File: src/rtl/jtag_scan_sequencer.sv
// rtl/jtag_scan_sequencer.sv - one IR+DR JTAG scan per request, with a TAP state mirror; JTAG_SEQ_RESET_EN adds a TLR preamble
module jtag_scan_sequencer #(
    parameter int IR_SIZE = 4,
    parameter int LEN_W   = 8
) (
    input  logic               TCK,
    input  logic               TRST_N,
    input  logic               start,
    input  logic [IR_SIZE-1:0] ir_code,
    input  logic [LEN_W-1:0]   dr_length,
    input  logic               gen_tdi,
    output logic               TMS,
    output logic               TDI,
    output logic               load,
    output logic               strobe,
    output logic               busy,
    output logic               done,
    output logic [3:0]         tap_state
);

    typedef enum logic [3:0] {
        EXIT2_DR   = 4'h0,
        EXIT1_DR   = 4'h1,
        SHIFT_DR   = 4'h2,
        PAUSE_DR   = 4'h3,
        SELECT_IR  = 4'h4,
        UPDATE_DR  = 4'h5,
        CAPTURE_DR = 4'h6,
        SELECT_DR  = 4'h7,
        EXIT2_IR   = 4'h8,
        EXIT1_IR   = 4'h9,
        SHIFT_IR   = 4'hA,
        PAUSE_IR   = 4'hB,
        RTI        = 4'hC,
        UPDATE_IR  = 4'hD,
        CAPTURE_IR = 4'hE,
        TLR        = 4'hF
    } tap_t;

    localparam int IRW   = $clog2(IR_SIZE + 1);
    localparam int CNT_W = ((LEN_W > IRW) ? LEN_W : IRW) + 1;

`ifdef JTAG_SEQ_RESET_EN
    localparam logic PREAMBLE = 1'b1;
`else
    localparam logic PREAMBLE = 1'b0;
`endif

    tap_t               state;
    tap_t               nxt;
    logic               tms;
    logic               accept;
    logic               finish;
    logic               pass_dr;
    logic               pre;
    logic [CNT_W-1:0]   cnt;
    logic [CNT_W-1:0]   ir_last;
    logic [CNT_W-1:0]   len_last;
    logic [IR_SIZE-1:0] ir_sh;
    logic [LEN_W-1:0]   len;

    function automatic tap_t next_tap(input tap_t s, input logic m);
        case (s)
            TLR:        next_tap = m ? TLR       : RTI;
            RTI:        next_tap = m ? SELECT_DR : RTI;
            SELECT_DR:  next_tap = m ? SELECT_IR : CAPTURE_DR;
            CAPTURE_DR: next_tap = m ? EXIT1_DR  : SHIFT_DR;
            SHIFT_DR:   next_tap = m ? EXIT1_DR  : SHIFT_DR;
            EXIT1_DR:   next_tap = m ? UPDATE_DR : PAUSE_DR;
            PAUSE_DR:   next_tap = m ? EXIT2_DR  : PAUSE_DR;
            EXIT2_DR:   next_tap = m ? UPDATE_DR : SHIFT_DR;
            UPDATE_DR:  next_tap = m ? SELECT_DR : RTI;
            SELECT_IR:  next_tap = m ? TLR       : CAPTURE_IR;
            CAPTURE_IR: next_tap = m ? EXIT1_IR  : SHIFT_IR;
            SHIFT_IR:   next_tap = m ? EXIT1_IR  : SHIFT_IR;
            EXIT1_IR:   next_tap = m ? UPDATE_IR : PAUSE_IR;
            PAUSE_IR:   next_tap = m ? EXIT2_IR  : PAUSE_IR;
            EXIT2_IR:   next_tap = m ? UPDATE_IR : SHIFT_IR;
            UPDATE_IR:  next_tap = m ? SELECT_DR : RTI;
            default:    next_tap = TLR;
        endcase
    endfunction

    assign ir_last  = CNT_W'(IR_SIZE - 1);
    assign len_last = CNT_W'(len) - CNT_W'(1);

    // TMS must be valid before the accepting edge, so start feeds it directly in idle RTI
    always_comb begin
        tms = 1'b0;
        case (state)
            TLR:        tms = busy && pre && (cnt < CNT_W'(2));
            RTI:        tms = busy || start;
            SELECT_DR:  tms = busy && (pre || !pass_dr);
            SELECT_IR:  tms = busy && pre;
            SHIFT_IR:   tms = (cnt == ir_last);
            EXIT1_IR:   tms = 1'b1;
            UPDATE_IR:  tms = (len != '0);
            SHIFT_DR:   tms = (cnt == len_last);
            EXIT1_DR:   tms = 1'b1;
            PAUSE_DR, EXIT2_DR, PAUSE_IR, EXIT2_IR: tms = 1'b1;
            default:    tms = 1'b0;
        endcase
    end

    always_comb begin
        TDI = 1'b0;
        if (state == SHIFT_IR) begin
            TDI = ir_sh[0];
        end else if (state == SHIFT_DR) begin
            TDI = gen_tdi;
        end
    end

    assign nxt       = next_tap(state, tms);
    assign accept    = (state == RTI) && !busy && start;
    assign finish    = busy && !tms && ((state == UPDATE_DR) || (state == UPDATE_IR));
    assign TMS       = tms;
    assign tap_state = state;

    always_ff @(posedge TCK or negedge TRST_N) begin
        if (!TRST_N) begin
            state   <= TLR;
            cnt     <= '0;
            pass_dr <= 1'b0;
            pre     <= 1'b0;
            ir_sh   <= '0;
            len     <= '0;
            busy    <= 1'b0;
            done    <= 1'b0;
            load    <= 1'b0;
            strobe  <= 1'b0;
        end else begin
            state  <= nxt;
            load   <= (nxt == CAPTURE_DR);
            strobe <= (nxt == EXIT1_DR) || (nxt == UPDATE_DR);
            done   <= 1'b0;

            // cnt doubles as the TLR dwell counter during the preamble
            case (state)
                SHIFT_IR: begin
                    cnt   <= cnt + CNT_W'(1);
                    ir_sh <= ir_sh >> 1;
                end
                SHIFT_DR: cnt <= cnt + CNT_W'(1);
                TLR:      if (busy) cnt <= cnt + CNT_W'(1);
                default:  cnt <= '0;
            endcase

            if (accept) begin
                busy    <= 1'b1;
                ir_sh   <= ir_code;
                len     <= dr_length;
                pass_dr <= 1'b0;
                pre     <= PREAMBLE;
            end

            if ((state == TLR) && !tms) begin
                pre <= 1'b0;
            end

            if (state == UPDATE_IR) begin
                pass_dr <= tms;
            end

            if (finish) begin
                busy    <= 1'b0;
                done    <= 1'b1;
                pass_dr <= 1'b0;
            end
        end
    end

endmodule

File: config.mk
export PLATFORM = sky130hd
export DESIGN_NAME = jtag_scan_sequencer
export DESIGN_NICKNAME = d
export VERILOG_FILES = /design/src/rtl/jtag_scan_sequencer.sv
export SDC_FILE = /design/constraint.sdc
export NUM_CORES = 1
export LEC_CHECK = 0
export ABC_AREA = 1
export BUFFER_PORTS_ARGS = -buffer_cell sky130_fd_sc_hd__clkbuf_2
export CORE_UTILIZATION = 59
export CTS_BUF_LIST = sky130_fd_sc_hd__clkbuf_8
export CTS_CLUSTER_DIAMETER = 120
export DETAILED_ROUTE_END_ITERATION = 7
export GPL_TIMING_DRIVEN = 0
export PLACE_DENSITY = 0.82
export SLEW_MARGIN = 20
export SYNTH_ARGS = -nofsm -noshare
export SYNTH_HDL_FRONTEND = slang
export SYNTH_SLANG_ARGS = --single-unit
File: constraint.sdc
create_clock -name TCK -period 2.1 [get_ports TCK]
set_input_delay 0.42 -clock TCK [delete_from_list [all_inputs] [get_ports TCK]]
set_output_delay 0.42 -clock TCK [all_outputs]
set_load 0.01 [all_outputs]
Word level (Yosys, flattened, before mapping)
Cells that the tools add are included.
{ "op_classes": {"addsub": 2, "order_cmp": 1, "eq_ne": 21, "n_mux": 27, "n_reduce_logical": 26} }
{ "op_table": {"columns": ["op", "n"], "rows": [
  ["4-bit one-hot mux with 12 select lines", 1],
  ["4-bit == test (second input constant)", 8],
  ["4-bit by 3-bit == test with 1-bit output (second input constant)", 6],
  ["9-bit one-hot mux with 2 select lines", 1],
  ["2-bit two-way mux", 6],
  ["3-bit two-way mux", 4],
  ["4-bit two-way mux", 3],
  ["1-bit two-way mux", 10],
  ["9-bit by 1-bit adder with 9-bit output (second input constant)", 1],
  ["9-bit by 2-bit == test with 1-bit output (second input constant)", 1],
  ["9-bit == test", 1],
  ["9-bit by 2-bit less-than comparator with 1-bit output (second input constant)", 1],
  ["9-bit two-way mux", 1],
  ["8-bit by 1-bit subtractor with 9-bit output (second input constant)", 1],
  ["4-bit by 1-bit == test with 1-bit output (second input constant)", 2],
  ["4-bit by 2-bit == test with 1-bit output (second input constant)", 2],
  ["1-bit logical AND", 8],
  ["1-bit one-hot mux with 8 select lines", 1],
  ["8-bit nonzero test", 1],
  ["2-bit nonzero test", 3],
  ["2-bit OR reduction", 3],
  ["6-bit OR reduction", 1],
  ["4-bit logical NOT", 1],
  ["1-bit logical OR", 4],
  ["4 further kinds", 6]
]} }
{ "totals": {"ff_bits": 31, "input_bits": 16, "output_inout_bits": 10, "wordCells": 87} }

Longest topological paths before layout
Gate-level depths: netlist (run 1).
{ "logic_depth": {"depth_word": 8, "ltp_mapped": 17, "ltp_nobuf": 17} }

Least setup slack after synthesis (run 1)
No wires, ideal clock.
{ "synth_timing": {"kind": "register to output", "from": "reg state[1], in the netlist tap_state[1]", "to": "out TMS", "t_arrival_ns": 1.526, "required_ns": 1.680, "setup_slack_ns": 0.154, "stages_incl_launch_ff": 10, "cell_sequence": "dfstp_2 -> nand2_2 -> nor2_4 -> buf_6 -> nand3_1 -> nand2_1 -> nand3_1 -> nor2_2 -> nand3_2 -> nand2_1"} }
{ "synth_between": {"elab_chain_len": 3, "word_cells_on_any_way": 15, "cone_classes": "12 x eq/ne; 1 x mux; 2 x reduce/logical"} }
{ "synth_rtl": {"columns": ["element", "line", "source"], "rows": [
  ["start, declared", "49", "tap_t state;"],
  ["start signal, assigned", "133", "state <= nxt;"],
  ["4-bit == test (tied with other cells)", "90", "case (state)"],
  ["6-bit OR reduction (no source line)", null, null],
  ["1-bit one-hot mux with 8 select lines *", "90", null],
  ["end, declared", "12", "output logic TMS,"]
]} }
Every way passes the cells marked *; elsewhere a longest branch is shown, timed or not.

Worst setup path in the final report (run 1)
Ends and elaborated chain as after synthesis.

==> results of run 1 <==
-- per-stage QoR --
| stage | setup TNS (ps) | hold slack, ps | power [uW] | area (sq um) | worst slack (ps) |
|---|---|---|---|---|---|
| 2_1_floorplan | 0 | 124 | 590 | 1770 | 154 |
| 3_3_place_gp | -127 | 503 | 615 | 1940 | -127 |
| 3_5_place_dp | -142 | 505 | 615 | 1940 | -142 |
| 4_1_cts | -237 | 202 | 1150 | 2120 | -237 |
| 5_1_grt | -461 | 237 | 1180 | 2170 | -353 |
| 6_report | -277 | 180 | 1140 | 2170 | -260 |
-- where the power goes --
group / switching, uW / internal (uW) / leakage, uW
Combinational: 14.4 / 10.6 / 0.000753
Clock: 205 / 330 / 0.0000575
Sequential: 0 / 579 / 0.000328
-- final timing paths --
check / slack [ps] / cells after the start / endpoint
max: -260 / 8 / TMS
min: 180 / 1 / load$_DFF_PN0_
max reg2reg: 100 / 10 / pass_dr$_DFFE_PN0P_
min reg2reg: 530 / 2 / len[7]$_DFFE_PN0P_
max in group asynchronous: 1470 / 1 / len[3]$_DFFE_PN0P_
min in group TCK: 340 / 3 / len[2]$_DFFE_PN0P_
-- cells in the final DEF, fill, tap and decap left out, drive strengths merged --
| cell | Yosys | routed |
|---|---|---|
| o221ai | 1 | 1 |
| xor2 | 1 | 1 |
| clkbuf | 1 | 33 |
| dfrtp | 26 | 26 |
| dfstp | 4 | 4 |
| clkinv | 1 | 1 |
| a21oi | 7 | 7 |
| o21bai | 1 | 1 |
| nand4 | 7 | 7 |
| o2111ai | 1 | 1 |
| nand3 | 23 | 23 |
| o21ai | 21 | 21 |
| a22oi | 1 | 1 |
| buf | 1 | 10 |
| nor3b | 1 | 1 |
| nor3 | 4 | 4 |
| inv | 35 | 35 |
| nor2 | 36 | 36 |
| ha | 2 | 2 |
| nand2 | 70 | 70 |
| nand3b | 1 | 1 |
| o211ai | 1 | 1 |
| o22ai | 1 | 1 |
| nor4 | 1 | 1 |
| a211oi | 1 | 1 |
-- state kept, by name, summed over array words and instances, names as in the netlist --
name,cells
done,1
load,1
strobe,1
busy,1
tap_state,4
ir_sh,4
pass_dr,1
len,8
cnt,9
-- worst max-delay path, cell delays in order (launching register included) --
cell and delay (ps):
dfstp_2 610, nand2_4 80, nor2_4 190, buf_4 170, nand3_1 110, xor2_1 180, nand3_2 130, nand2_2 100
buf_6 100
-- timing repair --
| item | 4_1_cts | 5_1_grt |
|---|---|---|
| setup endpoints to repair | 1 | 6 |
| buffers inserted | 5 | 3 |
| resized for setup | 7 | 11 |
| endpoints found under the hold margin | 0 | 0 |
| pin swaps | 4 | 5 |
| cloned | 1 | 0 |
-- area by class of cell --
type                       count  area (sq um)  share of cell area
clock buffer                   8           110              0.0506
tap                           31          38.8              0.0178
sequential                    30           756               0.348
inverter                      36           138              0.0633
timing repair buffer          33           191              0.0880
multi-input combinational    181           925               0.425
buffer                         2          16.3             0.00748
-- metal layers --
| layer | global-route usage | part of all wire | vias up |
|---|---|---|---|
| met4 | 0.108 | 0.015 | 0 |
| met3 | 0.0783 | 0.069 | 8 |
| met2 | 0.429 | 0.46 | 75 |
| met1 | 0.362 | 0.45 | 789 |
| li1 | - | - | 890 |
| met5 | 0 | 0 | - |
-- cell families (layout without fill, tap and decap cells) --
| group | after synthesis | after routing | share of synthesized area |
|---|---|---|---|
| xor gates and xnor gates | 1 | 1 | 0.00494 |
| buffers and inverters | 38 | 79 | 0.0846 |
| and+or+nand+nor | 143 | 143 | 0.359 |
| DFF | 30 | 30 | 0.426 |
| adders and majority gates | 2 | 2 | 0.0141 |
| AOI/OAI and AO/OA | 35 | 35 | 0.111 |
==> results.cfg, run 1 <==
[layout]
final_cells = 321
utilization = 0.775
final_nets = 307
drive_gt1_frac = 0.234
n_antenna_cell = 0
fillers = 218
area_growth_pct = 22.6

[yosys]
yosysTopAreaCellShare = 0.367
yosysWarnings = 0
synthTopCellsByCount = 67 x nand2_1, 31 x inv_1, 31 x nor2_1, 26 x dfrtp_1, 21 x nand3_1
synthesis.area_sq_mm = 0.00177
syn_nets = 267
synth_ff_type = dfrtp_1
yosysSeqAreaShare = 0.426
syn_inst = 249
synth.largest_area_cell = dfrtp_1
syn_area_per_cell_sq_um = 7.13
synthTopCellsByArea = dfrtp_1 37%, nand2_1 14%, inv_1 6.6%, nor2_1 6.6%, dfstp_2 5.9%
synth-async-reset-ratio = 1.00
synth_cell_types = 32
synth-seq-cells = 30
synth-edff-count = 0
synth_most_common_cell = nand2_1

[global_routing]
grt_max_degree = 31
grtUsageTotal = 0.275
grt_pass1_wl_mm = 6.74
grt_pass1_vias = 1537
grt-ovfl-total = 0
antenna_found_initial = 0

[worst_setup_path]
arrival_ps = 1940
required_ps = 1680
worst_setup_path_start_kind = flop
cp_max_fo = 6
worstReg2RegStart = tap_state[1]$_DFF_PN1_
cp-end-kind = output port
startpoint = tap_state[1]$_DFF_PN1_
path_class = flop to output port

[cts]
cts_max_path_buffers = 2
hold_buffers = 0
tritoncts = done
clock_sinks = 30
cts_made_buffers = 5
htreeDepth = 2
insertion_delay_ps = 280
cts_root_buf = clkbuf_8
path_clk_slew_ps = 60

[sta]
setup_ws_ps = -260
hold_violations = 0
max_freq_mhz = 424
layout_min_cycle_time_ps = 2360
setup_violations = 2
slew_violations = 0
fin_crit_sh = 1.12
slew_headroom = 0.527
rsz0062_at_grt = true
clock_skew_ps = 4.36
worstMarginPinSlew_ps = 709

[power_and_ir_drop]
pwr_density_cell_mw_per_mm2 = 524
irDropWorstVdd_mv = 0.450
p_leak_uw = 0.00114

[min_path]
hp-class = primary input to async pin

[status]
status = finished with violations
violations = DRC, setup timing

[drt]
vias = 1762
wl_mm = 4.15
firstDrtPassIters = 6
wl_per_cell_um = 12.9
drc_errors = 2
first_iter_violations = 114
final_antenna_net_count = 0
viasPerCell = 5.49

[place]
dp_cells = 305
finalWeightedCongestion = 0.870
portBuffers = 25
dpl.hpwl_mm = 2.70

[floorplanning]
initial_utilization = 0.632
die_y_um = 56.8
dieWidth_um = 56.8
ios = 26
core_sq_mm = 0.00281
rows = 19
die_area_sq_mm = 0.00323

[run]
cap_violations = 0
No activity file was read; power rests on OpenSTA's default activity.
==> inputs of run 2 (changes only) <==
- ABC_AREA: 1 -> unset
- CORE_UTILIZATION: 59 -> 60
- PLACE_DENSITY: 0.82 -> unset
- PLACE_DENSITY_LB_ADDON: unset -> 0.15
==> run 2 against run 1 <==
Net effect:
- the flow finishes with violations (setup timing)
- first-iteration DRC count grew 69%
- register-to-register slack lost 1200 ps
- worst setup slack lost 870 ps
- sequential power grew 80%
- clock power grew 40%
- clock-buffer cell count shrank 2
- die area grew 8.7%
- via count grew 22%
- total power grew to 3.9 times the previous value
- cell count shrank 1.9%
- routed wire length grew 71%
- critical path type unchanged
- critical endpoint unchanged
- largest cell class unchanged
==> results.cfg, run 2 <==
[global_routing]
use_met2 = 0.632
top_usage_layer = met2
grt_max_degree = 31
grt_use_met3 = 0.0808
antenna_found_initial = 0
grtUsageTotal = 0.370
grt-ovfl-total = 0
grt_pass1_wl_mm = 9.27
grt_pass1_vias = 1961
met1_usage = 0.417

[layout]
final_nets = 288
n_antenna_cell = 0
utilization = 0.876
regMostFlops = cnt
final_common_cell = buf_4
drive_gt1_frac = 0.454
largest_register_ffs = 9
top_regs = cnt x9, len x8
design_area_sq_mm = 0.00270
final_cell_mix = 27 x buf_4, 24 x clkbuf_2, 23 x nand2_1, 23 x dfrtp_1, 19 x nor2_1
area_growth_pct = 37.0

[floorplanning]
rows = 20
ios = 26
core_sq_mm = 0.00308
die_area_sq_mm = 0.00351
dieWidth_um = 59.3
initial_utilization = 0.639
die_y_um = 59.3

[yosys]
yosysWarnings = 0
yosysTopAreaCellShare = 0.331
syn_nets = 227
yosysSeqAreaShare = 0.384
synth-edff-count = 0
syn_inst = 209
synthTopCellsByCount = 26 x dfrtp_1, 24 x nand2_1, 20 x nor2_1, 13 x o21ai_0, 9 x a21oi_1
synthTopCellsByArea = dfrtp_1 33%, dfstp_2 5.3%, nand2_1 4.6%, nor2_1 3.8%, mux2_2 3.4%
synth_cell_types = 53
synth.largest_area_cell = dfrtp_1
synth_ff_type = dfrtp_1
synth_most_common_cell = dfrtp_1
synthesis.area_sq_mm = 0.00197
synth-async-reset-ratio = 1.00
synth-seq-cells = 30
syn_area_per_cell_sq_um = 9.41

[drt]
vias = 2141
wl_mm = 7.11
viasPerCell = 6.80
firstDrtPassIters = 5
final_antenna_net_count = 0
wl_per_cell_um = 22.6
drc_errors = 0
first_iter_violations = 193

[sta]
clock_skew_ps = 5.61
worstMarginPinSlew_ps = 745
slew_headroom = 0.500
slew_violations = 0
hold_violations = 0
fin_crit_sh = 1.54
max_freq_mhz = 309
rsz0062_at_grt = true
setup_violations = 8
layout_min_cycle_time_ps = 3230
tns_ps = -7020
setup_ws_ps = -1130

[worst_setup_path]
startpoint = len[3]$_DFFE_PN0P_
crit_buf_inv = 2
worstReg2RegStart = len[3]$_DFFE_PN0P_
cp_max_fo = 4
crit_slowest_cell = or4_4
path_class = flop to output port
cp-end-kind = output port
crit_chain = or4_4 > or3_4 > a211oi_4 > o311ai_4 > a211o_1 > o21a_4 > inv_4 > buf_6
arrival_ps = 2810
required_ps = 1680
critPathTopFamily = compound AO/OA/AOI/OAI gates
critical_path.max_stage_delay_ps = 550
worst_setup_path_start_kind = flop

[place]
finalWeightedCongestion = 0.926
dpl.hpwl_mm = 3.01
placed_cell_area_sq_mm = 0.00217
portBuffers = 25

[cts]
insertion_delay_ps = 300
clock_sinks = 30
path_clk_slew_ps = 70
htreeDepth = 2
tritoncts = done
cts_made_buffers = 5
cts_root_buf = clkbuf_8
cts_max_path_buffers = 2

[status]
violations = setup timing
status = finished with violations

[min_path]
hp-class = primary input to async pin

[run]
cap_violations = 0

[power_and_ir_drop]
power.total_uw = 4430
p_leak_uw = 0.00117
pwr_density_cell_mw_per_mm2 = 1640
irDropWorstVdd_mv = 1.02
## run 2: final cells by class
type | instances | area [sq um]
buffer | 9 | 91.3
clock buffer | 6 | 82.6
clock inverter | 2 | 60.1
fill | 145 | 383
inverter | 5 | 23.8
multi-input combinational | 163 | 1240
sequential | 30 | 759
tap | 44 | 55.1
timing repair buffer | 56 | 383
## run 2: per-layer routing
layer	wire length [um]	part of all wire
met1	2430	0.34
met2	3340	0.47
met3	792	0.11
met4	544	0.077
met5	0	0
## run 2: worst reg2reg max path, stage by stage (launching register included)
cell      delay, ps
dfrtp_2         410
or4_4           550
or3_4           390
a211oi_4        370
o311ai_4        140
a211o_1         280
o21a_4          230
buf_4           130
buf_6           100
buf_6           110
and2_4          140
o32ai_2         250
## run 2: worst paths after layout
path,depth (start not counted),slack (ps),endpoint
hold reg to reg,2,560,ir_sh[3]$_DFFE_PN0P_
setup / recovery,8,-1130,TMS
min in group TCK,3,320,ir_sh[2]$_DFFE_PN0P_
max in group asynchronous,1,1400,len[0]$_DFFE_PN0P_
setup reg to reg,11,-1090,pass_dr$_DFFE_PN0P_
hold / removal,1,180,len[6]$_DFFE_PN0P_
## run 2: repair_timing
action	CTS	global route
pin swaps	17	15
setup endpoints to repair	9	9
gates resized for setup	27	19
buffers inserted	24	7
cloned	0	0
hold endpoints to repair	0	0
hold buffers	0	0
## run 2: stage by stage
stage | std cells | hold WS (ps) | setup slack [ps]
2_1_floorplan | 209 | 124 | -519
3_3_place_gp | 278 | 501 | -804
3_5_place_dp | 278 | 514 | -796
4_1_cts | 309 | 204 | -922
5_1_grt | 315 | 243 | -1150
6_report | 315 | 183 | -1130
## run 2: cells by family (layout without fill, tap and decap cells)
family	Yosys count	count (layout)	share of synthesized area
simple gates	99	99	0.279
compound gates	39	39	0.137
xor+xnor	13	13	0.0674
buf+inv	16	78	0.0649
fa+ha+maj	2	2	0.0127
mux	10	10	0.0547
flops	30	30	0.384
## run 2: where the power goes
part,switching [uW],total [uW],internal [uW]
Combinational,1310,2650,1340
Clock,242,748,506
Sequential,245,1040,794
